### src/rtl/fifo_ddr_burst_sched.sv
// fifo_ddr_burst_sched: drains the frame FIFO read port into fixed-length DDR
// write bursts. One command (addr/len) per burst, followed by BURST_LEN beats on
// a valid/ready data channel. Addresses are frame-relative and wrap at FRAME_BYTES.
//
// state  | meaning
// -------+-------------------------------------------------------------
// IDLE   | waiting for a full burst to be buffered in the FIFO
// CMD    | burst command presented, waiting for cmd_ready
// DATA   | reading the FIFO and streaming beats until the last is accepted
module fifo_ddr_burst_sched #(
    parameter int unsigned       DATA_W      = 128,
    parameter int unsigned       LEVEL_W     = 10,
    parameter int unsigned       BURST_LEN   = 16,
    parameter int unsigned       ADDR_W      = 28,
    parameter logic [ADDR_W-1:0] BASE_ADDR   = '0,
    parameter logic [ADDR_W-1:0] FRAME_BYTES = ADDR_W'(32'h0010_0000)
) (
    input  logic               clk,
    input  logic               rst_n,
    input  logic               frame_start,
    input  logic [LEVEL_W-1:0] fifo_rd_level,
    input  logic               fifo_rd_empty,
    output logic               fifo_rd_en,
    input  logic [DATA_W-1:0]  fifo_rd_data,
    output logic               cmd_valid,
    input  logic               cmd_ready,
    output logic [ADDR_W-1:0]  cmd_addr,
    output logic [7:0]         cmd_len,
    output logic               wdata_valid,
    input  logic               wdata_ready,
    output logic [DATA_W-1:0]  wdata,
    output logic               wdata_last,
    output logic               busy
);

    localparam int unsigned       CNT_W       = $clog2(BURST_LEN + 1);
    localparam logic [ADDR_W-1:0] BURST_BYTES = ADDR_W'(BURST_LEN * DATA_W / 8);
    localparam logic [ADDR_W-1:0] FRAME_END   = BASE_ADDR + FRAME_BYTES;
    localparam logic [7:0]        LAST_IDX    = 8'(BURST_LEN - 1);

    typedef enum logic [1:0] {
        S_IDLE = 2'd0,
        S_CMD  = 2'd1,
        S_DATA = 2'd2
    } state_t;

    state_t              state_q, state_d;
    logic                level_ok_q;
    logic                inflight_q;
    logic [1:0]          occ_q;
    logic                wr_ptr_q, rd_ptr_q;
    logic [DATA_W-1:0]   buf_q [2];
    logic [CNT_W-1:0]    rd_cnt_q;
    logic [7:0]          wr_cnt_q;
    logic [ADDR_W-1:0]   addr_q;
    logic                pend_q;

    logic                push, pop, burst_done, credit_ok;
    logic [ADDR_W-1:0]   addr_inc, addr_next;

    // Read data lands in the buffer the cycle after the FIFO read; a beat
    // leaving this cycle frees a slot so reads can sustain one per cycle.
    assign push       = inflight_q;
    assign pop        = (occ_q != 2'd0) & wdata_ready;
    assign burst_done = pop & (wr_cnt_q == LAST_IDX);
    assign credit_ok  = ({1'b0, occ_q} + {2'b00, inflight_q}) < (3'd2 + {2'b00, pop});

    assign addr_inc   = addr_q + BURST_BYTES;
    assign addr_next  = (addr_inc >= FRAME_END) ? BASE_ADDR : addr_inc;

    // State register.
    always_ff @(posedge clk or negedge rst_n) begin
        if (!rst_n) state_q <= S_IDLE;
        else        state_q <= state_d;
    end

    // Next-state logic.
    always_comb begin
        state_d = state_q;
        case (state_q)
            S_IDLE:  if (level_ok_q) state_d = S_CMD;
            S_CMD:   if (cmd_ready)  state_d = S_DATA;
            S_DATA:  if (burst_done) state_d = S_IDLE;
            default: state_d = S_IDLE;
        endcase
    end

    // Outputs decoded from the current state and the output buffer.
    always_comb begin
        busy        = (state_q != S_IDLE);
        cmd_valid   = (state_q == S_CMD);
        cmd_len     = (state_q == S_CMD) ? LAST_IDX : 8'd0;
        cmd_addr    = addr_q;
        fifo_rd_en  = (state_q == S_DATA) && (rd_cnt_q < CNT_W'(BURST_LEN))
                      && credit_ok && !fifo_rd_empty;
        wdata_valid = (occ_q != 2'd0);
        wdata       = buf_q[rd_ptr_q];
        wdata_last  = wdata_valid && (wr_cnt_q == LAST_IDX);
    end

    // Registered water-level compare; the burst only starts once it is seen.
    always_ff @(posedge clk or negedge rst_n) begin
        if (!rst_n) level_ok_q <= 1'b0;
        else        level_ok_q <= (fifo_rd_level >= LEVEL_W'(BURST_LEN));
    end

    // Read pipeline: in-flight flag, 2-entry buffer and per-burst counters.
    always_ff @(posedge clk or negedge rst_n) begin
        if (!rst_n) begin
            inflight_q <= 1'b0;
            occ_q      <= 2'd0;
            wr_ptr_q   <= 1'b0;
            rd_ptr_q   <= 1'b0;
            buf_q[0]   <= '0;
            buf_q[1]   <= '0;
            rd_cnt_q   <= '0;
            wr_cnt_q   <= 8'd0;
        end else begin
            inflight_q <= fifo_rd_en;
            if (push) begin
                buf_q[wr_ptr_q] <= fifo_rd_data;
                wr_ptr_q        <= ~wr_ptr_q;
            end
            if (pop) rd_ptr_q <= ~rd_ptr_q;
            case ({push, pop})
                2'b10:   occ_q <= occ_q + 2'd1;
                2'b01:   occ_q <= occ_q - 2'd1;
                default: occ_q <= occ_q;
            endcase
            if (state_q != S_DATA) rd_cnt_q <= '0;
            else if (fifo_rd_en)   rd_cnt_q <= rd_cnt_q + CNT_W'(1);
            if (pop) wr_cnt_q <= burst_done ? 8'd0 : wr_cnt_q + 8'd1;
        end
    end

    // Burst address: advance with wrap on completion; a frame restart seen
    // while busy is held and replaces the advance at the end of the burst.
    always_ff @(posedge clk or negedge rst_n) begin
        if (!rst_n) begin
            addr_q <= BASE_ADDR;
            pend_q <= 1'b0;
        end else if (burst_done) begin
            addr_q <= (frame_start || pend_q) ? BASE_ADDR : addr_next;
            pend_q <= 1'b0;
        end else if (frame_start) begin
            if (state_q == S_IDLE) addr_q <= BASE_ADDR;
            else                   pend_q <= 1'b1;
        end
    end

endmodule

### config.mk
export PLATFORM = sky130hd
export DESIGN_NAME = fifo_ddr_burst_sched
export DESIGN_NICKNAME = d
export VERILOG_FILES = /design/src/rtl/fifo_ddr_burst_sched.sv
export SDC_FILE = /design/constraint.sdc
export NUM_CORES = 1
export LEC_CHECK = 0
export BUFFER_PORTS_ARGS = -buffer_cell sky130_fd_sc_hd__buf_2
export CORE_ASPECT_RATIO = 1.25
export CORE_MARGIN = 2
export CORE_UTILIZATION = 50
export CTS_CLUSTER_SIZE = 14
export DETAILED_ROUTE_END_ITERATION = 7
export HOLD_SLACK_MARGIN = 0.03
export PLACE_DENSITY = 0.83
export RECOVER_POWER = 25
export SLEW_MARGIN = 0
export SYNTH_ARGS = -nofsm -noshare
export SYNTH_HDL_FRONTEND = slang
export SYNTH_SLANG_ARGS = --single-unit
### constraint.sdc
create_clock -name clk -period 2.96 [get_ports clk]
set_clock_uncertainty 0.15 [all_clocks]
set_input_delay 0 -clock clk [delete_from_list [all_inputs] [get_ports clk]]
set_output_delay 0 -clock clk [all_outputs]
set_load 0.01 [all_outputs]
==> flow_summary.yaml, run 1 <==
clock_tree:
  cts_buffer_depth: 3
  clk_pin_slew_ns: 0.06
  cts_tree: "built"
  worstSkewPairLatency_ns: 0.54
  clock-sinks: 298
  h-tree-depth: 1
  cts_buffers: 30
  clock-root-buffer: "clkbuf_16"
synthesis:
  syn_area_per_cell_um2: 14.08
  ys_ff_latch: 298
  synth_warnings: 0
  seq_area_frac_synth_pct: 56.29
  synthCells: 941
  ys.flop_type: "dfrtp_1"
  synth_cell_types: 43
  synth_edf_count: 0
  async_flop_share_pct: 100.0
  syn-cell-area_um2: 13250
cells_and_area:
  syn2layout_area_growth_pct: 32.00
  final-instance-count-excl-fill: 1735
  layout_common_cells: "384 x mux2_2, 297 x dfrtp_1, 295 x buf_2"
  n_antenna_cell: 0
  fin_area_um2: 17490
  nFillCells: 1770
  drive_above_1_share_pct: 53.69
  fin_nets: 1525
  mostFrequentLayoutCell: "mux2_2"
global_route:
  grt_start_max_net_pins: 76
  antenna_found_initial: 0
  track_usage_pct: 23.18
  overflow: 0
  grt_pass1_wl_mm: 51.50
  grt_pass1_vias: 10130
power_and_ir_drop:
  internal_power_uw: 12050
  p_seq_share_pct: 39.0
  power.leakage_uw: 0.008150
  p_comb_share_pct: 39.7
  clockPowerShare_pct: 21.3
  p_sw_uw: 5712
  irDropWorstVdd_mv: 0.6155
  power.density_nw_per_um2: 1016
  swShare_pct: 32.16
die:
  start_util_pct: 50.93
  coreArea_um2: 26010
  rows: 66
  die_w_um: 149.6
  dieHeight_um: 186.0
  io_pins: 313
  die_area_um2: 27820
placement:
  port_buffers: 296
  dp.cells: 1542
  place.gp.congestion: 0.8639
  dpl_cell_area_um2: 15140
  place_ws_ns: 0.3745
  hpwl_mm: 19.87
sta:
  fmax_mhz: 375.8
  finalHoldViolations: 0
  finalSetupViolCount: 0
  period_minus_slack_ns: 2.661
  fin_ws_ns: 0.2991
  rsz0062_at_grt: "no"
  worst_pin_slew_ns: 1.781
  finalCritPeriodShare_pct: 89.90
  timing.max_slew.rel_slack_pct: -18.72
  hold_ws_ns: 0.07891
  drv_slew: 142
  tns_ns: 0
drt:
  vias: 9332
  wire_per_inst_um: 18.99
  drc: 0
  routed_wl_mm: 32.94
  drt_iter0_markers: 330
  dr.pass1.iters: 4
  viasPerCell: 5.379
  postRouteAntennaNets: 0
min_path:
  hp-class: "input port to flop"
run:
  drv_cap: 2
critical_path:
  cp.required_ns: 3.29
  cp-end-kind: "flop"
  critPathKind: "flop to flop"
  crit_path_start_kind: "flop"
  crit_path_max_fanout: 8
  cp.arrival_ns: 2.99
run_status:
  violations: "max-capacitance violations, max-slew violations"
  outcome: "complete, but fails checks"
==> critical path, cell delays in order (launching register included) <==
cell and delay (ns):
dfrtp_1 0.40, or4b_4 0.57, nor4_4 0.31, nand4_1 0.17
a211oi_2 0.51, buf_4 0.26, nand4_1 0.13, nand3_1 0.11
==> registers in the layout (all words and copies together), names as in the netlist, 2 cells and up <==
signal	flops
rd_cnt_q	5
cmd_addr	20
buf_q	256
state_q	2
occ_q	2
wr_cnt_q	8
==> cell families (layout without fill, tap and decap cells) <==
kind of cell             count (synthesis)  count (layout)  synth area share (%)
AO/OA/AOI/OAI                           31              31                 1.728
XOR/XNOR                                14              14                0.9256
adder cells (fa/ha/maj)                  6               6                0.5667
buffers and inverters                   72             515                 2.550
flip-flops                             298             298                 56.29
multiplexers                           385             385                 32.72
other                                    1              12               0.02831
AND/OR/NAND/NOR                        134             134                 5.195
==> per-layer routing <==
| metal | track usage, % | vias to the layer above | routed length [µm] |
|---|---|---|---|
| met1 | 25.41 | 4721 | 11970 |
| met3 | 4.191 | 102 | 1701 |
| met5 | 0 | - | 0 |
| li1 | - | 4196 | - |
| met4 | 9.905 | 0 | 1431 |
| met2 | 43.58 | 313 | 17840 |
==> per-stage QoR <==
step / total power [µW] / util [%]
6_report: 17760 / 67.22
5_1_grt: 18710 / 67.22
2_1_floorplan: 11220 / -
4_1_cts: 17700 / 67.48
3_5_place_dp: 13710 / 58.22
3_3_place_gp: 13380 / 58.22
==> power by group through the flow <==
| stage | sequential, µW | clock (µW) | combinational [µW] |
|---|---|---|---|
| 6_report | 6920 | 3790 | 7050 |
| 5_1_grt | 7160 | 4040 | 7500 |
| 4_1_cts | 6880 | 3840 | 6990 |
| 3_5_place_dp | 6940 | 0 | 6780 |
| 3_3_place_gp | 6770 | 0 | 6610 |
| 2_1_floorplan | 6520 | 0 | 4700 |
==> worst paths after layout <==
path | to | slack, ns | from | depth (start not counted)
hold reg to reg | wr_cnt_q[5]$_DFFE_PN0P_ | 0.34 | wr_cnt_q[5]$_DFFE_PN0P_ | 1
hold / removal | state_q[0]$_DFFE_PN0P_ | 0.08 | cmd_ready | 3
setup / recovery | cmd_addr[17]$_DFFE_PN0P_ | 0.30 | wr_cnt_q[5]$_DFFE_PN0P_ | 7
setup reg to reg | cmd_addr[17]$_DFFE_PN0P_ | 0.30 | wr_cnt_q[5]$_DFFE_PN0P_ | 7
min in group asynchronous | cmd_addr[25]$_DFFE_PN0P_ | 0.53 | rst_n | 4
max in group asynchronous | buf_q[251]$_DFFE_PN0P_ | 0.53 | rst_n | 4
==> area by class of cell <==
type,instances,area (µm²),area share (%)
Tap cell,340,425.4,2.433
Sequential cell,298,7461,42.67
Clock buffer,48,909.6,5.202
Clock inverter,4,72.57,0.4150
Timing Repair Buffer,456,3083,17.63
Multi-Input combinational cell,582,5509,31.50
Inverter,7,26.28,0.1503
==> cells in the mapped netlist (all sizes together), types with 2 or more instances <==
cell type	n	area, µm²
mux2	384	4324
dfrtp	298	7457
clkbuf	44	165.2
nand2	39	146.4
nor2	24	90.09
buf	21	146.4
and2	15	93.84
nand3	12	60.06
nand4	12	75.07
nor3	9	45.04
o2111ai	8	70.07
xnor2	8	70.07
inv	7	26.28
o21ai	7	35.03
ha	6	75.07
xor2	6	52.55
nor2b	5	31.28
and3	4	25.02
nor4	4	40.04
a21oi	3	15.01
and4	3	26.28
nand2b	3	18.77
a211oi	2	20.02
a21o	2	15.01
o211ai	2	15.01
==> timing repair <==
item / 4_1_cts / 5_1_grt
buffers inserted: 0 / 0
hold buffers: 141 / 0
hold endpoints to repair: 587 / 0
resized for setup: 0 / 0
Power figures use the tool's default switching activity.
==> run 2: changes to the inputs <==
Settings changed: PLACE_DENSITY 0.83 to unset, PLACE_DENSITY_LB_ADDON set to 0.25.
==> flow_summary.yaml, run 2 (same netlist as run 1, synthesis figures left out) <==
placement:
  port_buffers: 296
  hpwl_mm: 18.84
  place.gp.congestion: 0.7788
cells_and_area:
  nFillCells: 1826
  fin_nets: 1526
  top_register: "buf_q"
  layout_common_cells: "384 x mux2_2, 297 x dfrtp_1, 272 x buf_2"
  final_core_util_pct: 67.67
  n_antenna_cell: 0
  largest_reg_flops: 256
  syn2layout_area_growth_pct: 32.87
  drive_above_1_share_pct: 52.15
  mostFrequentLayoutCell: "mux2_2"
critical_path:
  cp-end-kind: "flop"
  cp.required_ns: 3.23
  worstReg2RegStart: "wr_ptr_q$_DFFE_PN0P_"
  cp.arrival_ns: 2.87
  cpPeakStageDelay_ns: 1.04
  crit_chain: "nand2_1, buf_4, mux2_2"
  crit_path_start_kind: "flop"
  cp_slowest_cell: "nand2_1"
  critical_path_buf_inv_count: 1
  crit_family: "simple AND/OR/NAND/NOR gates"
  critPathLaunch: "wr_ptr_q$_DFFE_PN0P_"
  rrSetupSlack_ns: 0.36
  critPathKind: "flop to flop"
  crit_path_max_fanout: 26
sta:
  rsz0062_at_grt: "no"
  fmax_mhz: 384.3
  hold_ws_ns: 0.09110
  tns_ns: 0
  timing.max_slew.rel_slack_pct: -0.4143
  finalSetupViolCount: 0
  drv_slew: 33
  period_minus_slack_ns: 2.602
  finalHoldViolations: 0
  finalCritPeriodShare_pct: 87.91
  worst_pin_slew_ns: 1.506
power_and_ir_drop:
  power.density_nw_per_um2: 1016
  clockPowerShare_pct: 22.9
  p_seq_share_pct: 38.1
  p_sw_uw: 5539
  p_comb_share_pct: 39.0
  swShare_pct: 30.97
  irDropWorstVdd_mv: 0.6613
  fin_total_pwr_uw: 17880
  internal_power_uw: 12350
  power.leakage_uw: 0.008114
global_route:
  track_usage_pct: 21.38
  overflow: 0
  antenna_found_initial: 0
  grt_pass1_wl_mm: 48.29
  grt_start_max_net_pins: 104
  grt_pass1_vias: 9874
die:
  start_util_pct: 50.93
  dieHeight_um: 186.0
  die_area_um2: 27820
  rows: 66
  coreArea_um2: 26010
  die_w_um: 149.6
  io_pins: 313
run_status:
  outcome: "complete, but fails checks"
  violations: "max-slew violations"
clock_tree:
  cts_buffer_depth: 3
  cts_buffers: 31
  clock-root-buffer: "clkbuf_16"
  worstSkewPairLatency_ns: 0.54
  cts_resized: 0
  cts_tree: "built"
  h-tree-depth: 1
  clk_pin_slew_ns: 0.06
  clock-sinks: 298
drt:
  met2WireLength_mm: 15.74
  postRouteAntennaNets: 0
  vias: 9045
  dr.pass1.iters: 4
  met3_wirelength_mm: 1.700
  routed_wl_mm: 30.26
  drt-met1-wl_mm: 12.04
  drc: 0
  wire_per_inst_um: 17.41
  drt_iter0_markers: 234
  routed.top_layer: "met4"
  viasPerCell: 5.204
min_path:
  hold_path.startpoint: "fifo_rd_data[122]"
  hp-class: "input port to flop"
run:
  drv_cap: 0
==> run 2: changes by cell type in the layout (fill, tap and decap cells not counted), sizes merged <==
cell,change
buf,-22
clkinvlp,-1
clkbuf,+20
bufinv,+3
dlygate4sd3,+1
clkinv,+2
==> run 2: metrics by stage <==
| step | cell area, µm² | setup slack (ns) | std cells |
|---|---|---|---|
| floorplan | 13290 | 0.7697 | 952 |
| global placement | 15160 | 0.5977 | 1542 |
| detailed placement | 15160 | 0.5217 | 1542 |
| CTS | 17650 | 0.4878 | 1738 |
| global route | 17600 | 0.1651 | 1738 |
| finish | 17600 | 0.3580 | 1738 |
==> run 2: layer usage <==
metal | GRT usage (%) | vias up
li1 | - | 4207
met1 | 25.05 | 4558
met2 | 39.58 | 232
met3 | 4.044 | 48
met4 | 6.324 | 0
met5 | 0 | -
==> run 2: worst min-delay path, cell delays in order <==
cell and delay, ns:
dlygate4sd3_1 0.52, buf_2 0.10, mux2_2 0.13
==> run 2: layout make-up <==
cell class	instances	area, µm²	share of cell area [%]
clock inverter	8	165.2	0.9383
multi-input combinational	582	5502	31.26
tap	340	425.4	2.417
timing repair buffer	456	3107	17.65
sequential	298	7461	42.39
clock buffer	47	915.9	5.203
inverter	7	26.28	0.1493
==> run 2: what timing repair did <==
item,CTS,global route
hold buffers,141,0
setup buffers,0,0
hold endpoints to repair,588,0
==> run 2: power groups by stage <==
stage / logic (µW) / registers, µW / clock network [µW]
2_1_floorplan: 4700 / 6520 / 0
3_3_place_gp: 6680 / 6760 / 0
3_5_place_dp: 6800 / 6880 / 0
4_1_cts: 7000 / 6820 / 4190
5_1_grt: 7500 / 7070 / 4350
6_report: 6970 / 6820 / 4090
==> run 2: path summary, 6_finish.rpt <==
kind	cells past startpoint	end
worst min register to register	1	buf_q[119]$_DFFE_PN0P_
worst max register to register	3	buf_q[107]$_DFFE_PN0P_
worst min-delay path	3	buf_q[122]$_DFFE_PN0P_
min in group asynchronous	3	buf_q[119]$_DFFE_PN0P_
worst max-delay path	3	buf_q[107]$_DFFE_PN0P_
max in group asynchronous	4	buf_q[111]$_DFFE_PN0P_
==> run 3: changes to the inputs <==
Settings changed: CORE_UTILIZATION 50 to 45.
==> flow_summary.yaml, run 3 (same netlist as run 1, synthesis figures left out) <==
critical_path:
  crit_path_max_fanout: 8
  crit_path_start_kind: "flop"
  r2r-end: "cmd_addr[8]$_DFFE_PN0P_"
  worstReg2RegStart: "occ_q[0]$_DFFE_PN0P_"
  cp.arrival_ns: 2.39
  ff2ff_path_depth: 7
  cp.required_ns: 2.81
  cp-end-kind: "primary output"
  critPathKind: "flop to primary output"
  rrSetupSlack_ns: 0.52
sta:
  period_minus_slack_ns: 2.539
  tns_ns: 0
  finalHoldViolations: 0
  timing.max_slew.rel_slack_pct: 1.392
  fmax_mhz: 393.8
  finalCritPeriodShare_pct: 85.79
  drv_slew: 0
  rsz0062_at_grt: "no"
  worst_pin_slew_ns: 1.479
  finalSetupViolCount: 0
  fin_ws_ns: 0.4205
drt:
  drc: 0
  dr.pass1.iters: 4
  routed_wl_mm: 29.18
  viasPerCell: 5.030
  wire_per_inst_um: 16.29
  drt_iter0_markers: 295
  postRouteAntennaNets: 0
  vias: 9008
clock_tree:
  cts_tree: "built"
  clk_pin_slew_ns: 0.06
  cts_resized: 0
  clock-sinks: 298
  cts_buffers: 31
  clock-root-buffer: "clkbuf_16"
  cts_setup_buffers: 0
  cts_buffer_depth: 3
  worstSkewPairLatency_ns: 0.54
  h-tree-depth: 1
cells_and_area:
  fin_area_um2: 17620
  layout_common_cells: "384 x mux2_2, 297 x dfrtp_1, 274 x buf_2"
  largest_reg_flops: 256
  top_register: "buf_q"
  mostFrequentLayoutCell: "mux2_2"
  drive_above_1_share_pct: 52.44
  nFillCells: 2301
  final-instance-count-excl-fill: 1791
  fin_nets: 1525
  final_core_util_pct: 60.60
  syn2layout_area_growth_pct: 33.02
run:
  drv_cap: 0
power_and_ir_drop:
  power.leakage_uw: 0.008096
  irDropWorstVdd_mv: 0.6684
  power.density_nw_per_um2: 1001
die:
  dieHeight_um: 195.8
  start_util_pct: 45.56
  die_w_um: 157.5
  io_pins: 313
  coreArea_um2: 29080
  die_area_um2: 30840
  rows: 70
placement:
  hpwl_mm: 18.39
  dp.cells: 1597
  place.gp.congestion: 0.7906
  place_ws_ns: 0.5028
  dpl_cell_area_um2: 15230
  port_buffers: 296
run_status:
  outcome: "finished clean"
global_route:
  grt_pass1_wl_mm: 47.27
  grt_start_max_net_pins: 94
  grt_pass1_vias: 9586
  antenna_found_initial: 1
  track_usage_pct: 18.67
  overflow: 0
min_path:
  min_delay_path_depth: 4
  hold_path.startpoint: "cmd_ready"
  hp-class: "input port to flop"
  hold_end: "state_q[1]$_DFFE_PN0P_"
==> run 3: cell types whose count changed in the layout (fill, tap and decap cells not counted) <==
| cell | change |
|---|---|
| buf_12 | -1 |
| buf_2 | +2 |
| buf_4 | -1 |
| bufinv_16 | -1 |
| clkbuf_1 | -5 |
| clkbuf_4 | +1 |
| clkbuf_8 | -1 |
| clkinv_2 | +1 |
| clkinvlp_4 | +1 |
| diode_2 | +1 |
| nand2_1 | -1 |
| nand2_4 | +1 |
==> run 3: repair_timing <==
| action | 4_1_cts | 5_1_grt |
|---|---|---|
| hold endpoints to repair | 589 | 0 |
| setup endpoints to repair | 0 | 0 |
| hold buffers | 141 | 0 |
==> run 3: worst max-delay path: stages (launching register included) <==
cell and delay [ns]:
dfrtp_1 0.44, o21ai_0 0.74, o21ai_0 0.16, and3_1 0.32, buf_2 0.18
==> run 3: metal layers <==
| layer | up-vias | share of wire [%] | routed length, µm | global-route usage (%) |
|---|---|---|---|---|
| met5 | - | 0 | 0 | 0 |
| met1 | 4514 | 42 | 12220 | 22.67 |
| met3 | 59 | 5.1 | 1495 | 3.402 |
| met4 | 0 | 3.0 | 890 | 6.027 |
| li1 | 4216 | - | - | - |
| met2 | 219 | 50 | 14580 | 33.35 |
==> run 3: how the worst max path moves through the flow <==
stage / startpoint / end / slack (ns) / depth (start not counted)
after global placement: wr_cnt_q[5]$_DFFE_PN0P_ / cmd_addr[8]$_DFFE_PN0P_ / 0.64 / 7
final: occ_q[0]$_DFFE_PN0P_ / fifo_rd_en / 0.42 / 4
after CTS: wr_cnt_q[5]$_DFFE_PN0P_ / cmd_addr[8]$_DFFE_PN0P_ / 0.47 / 7
after global routing: occ_q[0]$_DFFE_PN0P_ / fifo_rd_en / 0.19 / 4
after floorplan: wr_cnt_q[5]$_DFFE_PN0P_ / cmd_addr[17]$_DFFE_PN0P_ / 0.77 / 7
after detailed placement: wr_cnt_q[5]$_DFFE_PN0P_ / cmd_addr[8]$_DFFE_PN0P_ / 0.50 / 7
==> run 3: where the power goes <==
part,switching [µW],internal (µW),leakage (µW)
clock,1530,2420,0.000511
combinational,3040,3900,0.00395
sequential,863,5890,0.00363
total,5430,12200,0.00810
==> run 3: area by class of cell <==
class	instances	area (µm²)	share of cell area, %
well taps	396	495.5	2.812
multi-input cells	582	5509	31.26
flip-flops and latches	298	7461	42.34
clock buffers	43	890.9	5.055
clock inverters	9	147.6	0.8378
diodes	1	2.502	0.01420
inverters	7	26.28	0.1491
repair buffers	455	3089	17.53
==> run 3: metrics by stage <==
step	hold slack, ns	power [µW]
global placement	-0.07011	13470
finish	0.06622	17640
detailed placement	-0.06260	13650
floorplan	-0.4456	11220
global route	0.06773	18730
CTS	0.03721	17830
